<file path="config.mk">
export PLATFORM = sky130hd
export DESIGN_NAME = fpu_issue_sequencer
export DESIGN_NICKNAME = d
export VERILOG_FILES = /design/src/rtl/fpu_issue_sequencer.sv
export SDC_FILE = /design/constraint.sdc
export NUM_CORES = 1
export LEC_CHECK = 0
export ABC_AREA = 1
export CAP_MARGIN = 5
export CORE_MARGIN = 2
export CORE_UTILIZATION = 36
export CTS_BUF_LIST = sky130_fd_sc_hd__clkbuf_8 sky130_fd_sc_hd__clkbuf_16
export CTS_CLUSTER_DIAMETER = 200
export DETAILED_ROUTE_END_ITERATION = 7
export HOLD_SLACK_MARGIN = 0.06
export PLACE_DENSITY = 0.78
export SYNTH_ARGS = -nofsm -noshare
export SYNTH_HDL_FRONTEND = slang
export SYNTH_SLANG_ARGS = --single-unit
export TNS_END_PERCENT = 20
</file>
<file path="constraint.sdc">
create_clock -name clk -period 1.91 [get_ports clk]
set_input_delay 0.2865 -clock clk [delete_from_list [all_inputs] [get_ports clk]]
set_output_delay 0.2865 -clock clk [all_outputs]
set_load 0.005 [all_outputs]
</file>
<file path="src/rtl/fpu_issue_sequencer.sv">
// Round-robin issue sequencer for the shared FP add/multiply datapath.
// It accepts one request, holds the FP unit inputs for LATENCY cycles, and then holds the response until it is taken.
module fpu_issue_sequencer #(
    parameter int unsigned LATENCY = 3,
    parameter logic [5:0]  OP_FADD = 6'd23,
    parameter logic [5:0]  OP_FMUL = 6'd24
) (
    input  logic        clk,
    input  logic        reset,
    input  logic        req0_valid,
    output logic        req0_ready,
    input  logic [5:0]  req0_opcode,
    input  logic [31:0] req0_a,
    input  logic [31:0] req0_b,
    input  logic        req1_valid,
    output logic        req1_ready,
    input  logic [5:0]  req1_opcode,
    input  logic [31:0] req1_a,
    input  logic [31:0] req1_b,
    output logic [31:0] fu_a,
    output logic [31:0] fu_b,
    output logic [5:0]  fu_opcode,
    input  logic [31:0] fu_add_result,
    input  logic [31:0] fu_mul_result,
    output logic        rsp_valid,
    input  logic        rsp_ready,
    output logic [31:0] rsp_result,
    output logic        rsp_id,
    output logic        rsp_err,
    output logic        busy
);

    typedef enum logic [1:0] {IDLE = 2'd0, EXEC = 2'd1, DONE = 2'd2} state_e;

    state_e      state_q, state_d;
    logic        ptr_q, ptr_d;
    logic [3:0]  cnt_q, cnt_d;
    logic [5:0]  op_q, op_d;
    logic [31:0] a_q, a_d, b_q, b_d;
    logic [31:0] result_q, result_d;
    logic        id_q, id_d, err_q, err_d;

    logic        grant0, grant1, accept, acc_id, acc_fp;
    logic [5:0]  acc_op;
    logic [31:0] acc_a, acc_b;

    // ptr_q names the port that wins when both ports request in the same cycle.
    always_comb begin
        grant0 = 1'b0;
        grant1 = 1'b0;
        if (state_q == IDLE && !reset) begin
            if (req0_valid && (!req1_valid || !ptr_q)) grant0 = 1'b1;
            else if (req1_valid)                      grant1 = 1'b1;
        end
    end

    assign accept = grant0 | grant1;
    assign acc_id = grant1;
    assign acc_op = grant1 ? req1_opcode : req0_opcode;
    assign acc_a  = grant1 ? req1_a : req0_a;
    assign acc_b  = grant1 ? req1_b : req0_b;
    assign acc_fp = (acc_op == OP_FADD) || (acc_op == OP_FMUL);

    always_comb begin
        // NOTE: every *_d gets its hold value first so no path through the case infers a latch.
        state_d  = state_q;
        ptr_d    = ptr_q;
        cnt_d    = cnt_q;
        op_d     = op_q;
        a_d      = a_q;
        b_d      = b_q;
        result_d = result_q;
        id_d     = id_q;
        err_d    = err_q;
        case (state_q)
            IDLE: begin
                if (accept) begin
                    ptr_d = ~acc_id;
                    id_d  = acc_id;
                    if (acc_fp) begin
                        op_d    = acc_op;
                        a_d     = acc_a;
                        b_d     = acc_b;
                        cnt_d   = 4'(LATENCY - 1);
                        state_d = EXEC;
                    end else begin
                        // An unsupported opcode never reaches the FP unit, so the fu_* outputs keep their last values.
                        result_d = '0;
                        err_d    = 1'b1;
                        state_d  = DONE;
                    end
                end
            end
            EXEC: begin
                if (cnt_q == 4'd0) begin
                    result_d = (op_q == OP_FADD) ? fu_add_result : fu_mul_result;
                    err_d    = 1'b0;
                    state_d  = DONE;
                end else begin
                    cnt_d = cnt_q - 4'd1;
                end
            end
            DONE: begin
                if (rsp_ready) state_d = IDLE;
            end
            default: state_d = IDLE;
        endcase
    end

    always_ff @(posedge clk) begin
        if (reset) begin
            state_q  <= IDLE;
            ptr_q    <= 1'b0;
            cnt_q    <= '0;
            op_q     <= '0;
            a_q      <= '0;
            b_q      <= '0;
            result_q <= '0;
            id_q     <= 1'b0;
            err_q    <= 1'b0;
        end else begin
            // NOTE: non-blocking assignments let every register sample the pre-edge values together.
            state_q  <= state_d;
            ptr_q    <= ptr_d;
            cnt_q    <= cnt_d;
            op_q     <= op_d;
            a_q      <= a_d;
            b_q      <= b_d;
            result_q <= result_d;
            id_q     <= id_d;
            err_q    <= err_d;
        end
    end

    assign req0_ready = grant0;
    assign req1_ready = grant1;
    assign fu_a       = a_q;
    assign fu_b       = b_q;
    assign fu_opcode  = op_q;
    assign rsp_valid  = (state_q == DONE);
    assign rsp_result = result_q;
    assign rsp_id     = id_q;
    assign rsp_err    = err_q;
    assign busy       = (state_q != IDLE);

endmodule
</file>
Yosys cells after proc, flatten, opt, wreduce, memory -nomap -nowiden
Index checks and enable logic that the tools add are counted.

word-level totals
  register bits after elaboration = 111
  logic and storage cells = 65
  input bits = 209
  output and inout port bits = 108

cells by class
  bitwise gates (word level) = 2
  multiplexer cells = 26
  reduce and logical (&&, ||, !) cells = 16
  add/sub/neg operators = 1
  eq/ne operators = 11

operator list
  kind                 count
  $mux 32              6
  $pmux 32 s2          1
  $eq 6x5->1 const B   3
  $mux 4               3
  $ne 2x2->1 const B   5
  $mux 1               8
  $mux 2               4
  $pmux 4 s2           1
  $reduce_and 4->1     2
  $mux 6               1
  $pmux 2 s3           1
  $reduce_and 3->1     2
  $logic_not 4->1      1
  $reduce_bool 2->1    2
  $sub 4x1->4 const B  1
  $logic_not 1->1      3
  $eq 2x1->1 const B   1
  $eq 2x2->1 const B   1
  $logic_and 1x1->1    2
  $logic_not 2->1      1
  $logic_or 1x1->1     2
  $ne 2x1->1 const B   1
  $pmux 1 s2           1
  $reduce_and 2->1     1
  other kinds (2)      2

Depth between registers and ports, before layout
Gate-level depths: netlist of run 1.

  depth in word-level cells = 11
  gate-level depth with buffers = 16
  depth with buffers taken out = 14

Least setup slack after synthesis of run 1
No wires, ideal clock.

  path kind = in2reg
  start = input reset
  end = register b_q[10], in the netlist fu_b[10]
  path buffers = 4
  setup slack = 0.034 ns
  arrival = 1.760 ns
  data required time = 1.794 ns
  setup time = 0.116 ns
  stages = 14
  cells stage by stage = buf_2 > nor2_8 > nand2_4 > buf_6 > nand2_1 > nand2_1 > nor2_4 > nand3_2 > nor2_4 > inv_2 > buf_6 > buf_6 > nor2_2 > nor2_1

on the way
  cells in the longest elaborated chain, start to end = 7
  elaborated cells on any way between the ends = 11
  those cells by class = 2 x eq/ne; 4 x mux; 1 x bitwise; 4 x reduce/logical

ends and longest elaborated chain
  item                        RTL line  source
  start, declared             9         input logic reset,
  $logic_not 1->1             51        if (state_q == IDLE && !reset) begin
  $logic_and 1x1->1           51
  $mux 1                      51
  $mux 6                      59        assign acc_op = grant1 ? req1_opcode : req0_opcode;
  $eq 6x5->1                  62        assign acc_fp = (acc_op == OP_FADD) || (acc_op == OP_FMUL);
  $logic_or 1x1->1            62
  $reduce_and 3->1 (no line)  n/a
  end signal, assigned        117       b_q <= '0;
  end signal, assigned        128       b_q <= b_d;
  end, declared               39        logic [31:0] a_q, a_d, b_q, b_d;

Parallel ways exist; a longest one is shown, timed or not.
A chain may end at the register's enable or synchronous reset.

Worst setup path after layout of run 1
  start = register ptr_q
  end = register b_q[6], in the netlist fu_b[6]

on the way
  cells in the longest elaborated chain, start to end = 9
  elaborated cells on any way between the ends = 14
  those cells by class = 2 x eq/ne; 6 x mux; 1 x bitwise; 5 x reduce/logical

ends and longest elaborated chain
  item                        RTL line  source
  start, declared             36        logic ptr_q, ptr_d;
  start signal, assigned      124       ptr_q <= ptr_d;
  $logic_not 1->1 (*)         52        if (req0_valid && (!req1_valid || !ptr_q)) grant0 = 1'b1;
  $logic_or 1x1->1 (*)        52
  $logic_and 1x1->1 (*)       52
  $mux 1                      52
  $mux 1                      51
  $mux 6                      59
  $eq 6x5->1                  62
  $logic_or 1x1->1            62
  $reduce_and 3->1 (no line)  n/a

Mark *: on every way between the ends. The rest lies on a longest branch, timed or not.

==> results of run 1 <==
## Yosys cell counts
library cell	count	area, µm²
nand2_1	273	1020
nor2_1	147	552
dfxtp_1	111	2220
o21ai_0	99	495
a21oi_1	68	340
inv_1	56	210
nor2_2	40	250
nand3_1	36	180
clkbuf_1	31	116
buf_2	16	80.1
buf_1	7	26.3
buf_6	6	67.6
nand3b_1	5	37.5
inv_2	4	15.0
ha_1	2	25.0
nand2_2	2	12.5
nor2_4	2	22.5
nor3_1	2	10.0
a21boi_4	1	18.8
a21oi_2	1	8.76
and3_1	1	6.26
clkbuf_2	1	5.00
nand2_4	1	11.3
nand3_2	1	10.0
nand4_2	1	12.5
nor2_8	1	20.0
## final cells by class
type	instances	area (µm²)	share of cell area [%]
antenna	1	2.50	0.0247
clock buffer	10	239	2.36
clock inverter	6	61.3	0.606
inverter	60	233	2.30
multi-input combinational	684	3220	31.8
sequential	111	2230	22.0
tap	216	270	2.67
timing repair buffer	370	3870	38.3
## power groups by stage
stage	Sequential (µW)	Clock (µW)	Combinational, µW
CTS	2690	1980	2410
detailed placement	2740	0	2400
global route	2730	2060	2870
finish	2700	1940	2610
global placement	2730	0	2370
floorplan	2760	0	1090
## logic make-up after synthesis
group                    count (synthesis)
adder cells (fa/ha/maj)                  2
buffers and inverters                  121
AND/OR/NAND/NOR                        512
flip-flops                             111
AO/OA/AOI/OAI                          169
## state kept, by name, indices dropped and copies added, names as in the netlist
signal / flops
rsp_id: 1
state_q: 2
cnt_q: 4
fu_a: 32
fu_b: 32
rsp_result: 32
rsp_err: 1
fu_opcode: 6
ptr_q: 1
## placed cells by master (no fill, tap or decap), types with 10 or more instances in the layout
cell             count
nand3_1             34
o21ai_0             92
clkbuf_16           14
nor2_4              10
clkdlybuf4s50_1    311
nor2_1             130
a21oi_1             61
dfxtp_1            108
nor2_2              49
buf_12              15
nand2_1            268
buf_4               26
inv_1               55
## worst max-delay path, cell delays in order, from the launching register on
cell,delay (ns)
dfxtp_2,0.34
inv_2,0.04
a21boi_4,0.23
buf_6,0.17
nand3b_1,0.07
nand2_1,0.09
nand2_1,0.07
nand2_2,0.09
nand3_4,0.09
nor2_4,0.26
buf_6,0.18
clkbuf_16,0.15
o21ai_1,0.06
nor2_1,0.11
## layer usage
metal  vias to the layer above  global-route usage [%]
met5                         -                       0
met2                       248                    37.2
met3                        19                    7.65
li1                       3499                       -
met4                         0                    8.45
met1                      3027                    24.3
## stage by stage
step	total power (µW)	hold slack (ns)	setup WS [ns]
3_3_place_gp	5110	0.439	-0.345
6_report	7250	0.459	-0.108
4_1_cts	7080	0.460	-0.00520
2_1_floorplan	3850	0.445	0.0340
3_5_place_dp	5140	0.449	-0.394
5_1_grt	7660	0.476	-0.228
## worst paths after layout
| check | startpoint | end | slack [ns] |
|---|---|---|---|
| max | ptr_q$_SDFFE_PP0P_ | fu_b[6]$_SDFFE_PP0P_ | -0.11 |
| min | rsp_err$_SDFFE_PP0P_ | rsp_err$_SDFFE_PP0P_ | 0.46 |
| max reg2reg | ptr_q$_SDFFE_PP0P_ | fu_b[6]$_SDFFE_PP0P_ | -0.11 |
| min reg2reg | rsp_err$_SDFFE_PP0P_ | rsp_err$_SDFFE_PP0P_ | 0.46 |
## repair_timing
action                                  in CTS  in global routing
pin swaps                                    0                 21
gates resized for setup                      7                 66
gates cloned                                 0                 11
buffers inserted                             0                 10
endpoints found under the setup margin      31                110
==> results.md, run 1 <==
- Maximum root-to-sink buffer count: 2
- Data arrival, critical path: 2.31 ns
- Slew at the pin closest to its max-slew limit: 0.427 ns
- Count of placed standard cells including taps: 1,420
- Site row count: 46
- Number of DRC violations after detailed-routing iteration 0: 192
- Half-perimeter wire length after placement: 14,600 µm
- Count of state elements after synthesis: 111
- Slew HR: 71.5%
- Number of slew-limit violations in the final report: 0
- Total of fill cells in the finished design: 1,414
- Clk Latency, worst-skew pair: 0.35 ns
- Share of the core filled with cells: 64.2%
- Static leakage power: 0.00448 µW
- Number of antenna violations at the first check in global routing: 2
- I/O Pins: 317
- Die X: 131 µm
- Effective utilization at floorplan: 36.7%
- Failing checks: setup timing
- Clock Tree Root: clkbuf_16
- Biggest fanout along the worst timing path: 8
- Count of placed standard cells in the final layout, fillers left out: 1,458
- Critical Path Start Type: flip-flop
- Syn_area_per_cell: 6.32 µm²
- Post-Route Skew: 0.00928 ns
- Last weighted congestion value of the routability-driven placer: 0.864
- Portion of total power attributed to the clock network: 26.7%
- Gate power share: 36.1%
- Number of max-capacitance violations reported: 0
- Gate Count Post-Synth: 915
- Cell depth of the worst hold path: 2
- Cell area after placement: 0.00932 mm²
- Clock net sink count: 111
- Die area: 0.0171 mm²
- Worst min-delay path category: reg2reg
- Post-detailed-routing wire length: 21,200 µm
- Simple-gate share of the synthesized area: 37.2%
- Drt drc: 0
- Internal power summed over all cells: 5060 µW
- Critical path capture point type: flip-flop
- Finish-stage setup viols: 96
- Wire length of the first global-routing pass: 28,700 µm
- Combinational family with the most area after synthesis: simple AND/OR/NAND/NOR gates
- Mean routed wirelength per cell: 14.5 µm
- Sequential area share after synthesis: 38.4%
- Design Area, Final: 0.0101 mm²
- Post-synth cell types: 26
- Antenna viol nets, final: 0
- Power density of the placed cells: 716 mW/mm²
- Period minus WS final: 2.02 ns
- Fmax: 496 MHz
- Adder and majority cell fraction of the synthesized area: 0.433%
- Share of synthesized area spent on multiplexers: 0%
- Switching part of the total: 30.2%
- Met1 Routed Length: 8100 µm
- Pin count of the biggest net entering global routing: 65
- Clock tree from TritonCTS: yes
- Layout cells sized above 1: 13.0%
- Maximum vdd ir drop: 392 µV
- Crit path required time: 2.20 ns
- Met2 routed WL: 10,500 µm
- Sum of met3 wire segment lengths after detailed routing: 2230 µm
- Final Cycle Share: 106%
- Final nets: 1,447
- Xor-xnor portion of the synthesized cell area: 0%
- Clock transition time at the flip-flop clock pins of the worst setup and hold paths: 0.07 ns
- Worst setup path class: reg2reg
- Cts hold-fix bufs: 0
- Number of warnings reported in the yosys synthesis log: 0
- Clock buffer count from CTS: 9
- Cells on worst reg2reg path: 13
- Run status: finished with violations
- Synthesis-to-layout area growth: 75.0%
- Global-route total usage across every layer: 21.5%
- Post-Syn Area: 0.00578 mm²
- Die Span Y: 131 µm
- Post-Syn Nets: 1,126
- Setup WS post-layout: -0.108 ns
- Share of the synthesized area in compound gates (AO/OA/AOI/OAI): 14.9%
- Remaining global-route overflow: 0
- Accumulated negative setup slack: -6.53 ns
- Drt via density: 4.66
- Switching power: 2190 µW
- Flop pwr share: 37.2%
- Port-buffer cells: 316
- Vias in the first global route: 5,898
- Core area: 0.0158 mm²
- Final hold viol count: 0
- RSZ-0062 raised after global routing: true
- Via total after detailed routing: 6,793
- Highest signal layer in the routed design: met4
- 1st-pass router iterations: 4
- Level count of the clock H-tree: 3
Power figures use the tool's default switching activity.
==> run 2, diff against run 1 <==
CAP_MARGIN = 20   (was 5)
==> results of run 2 <==
Same layout as run 1: the final DEF is identical, and so are final timing and power.
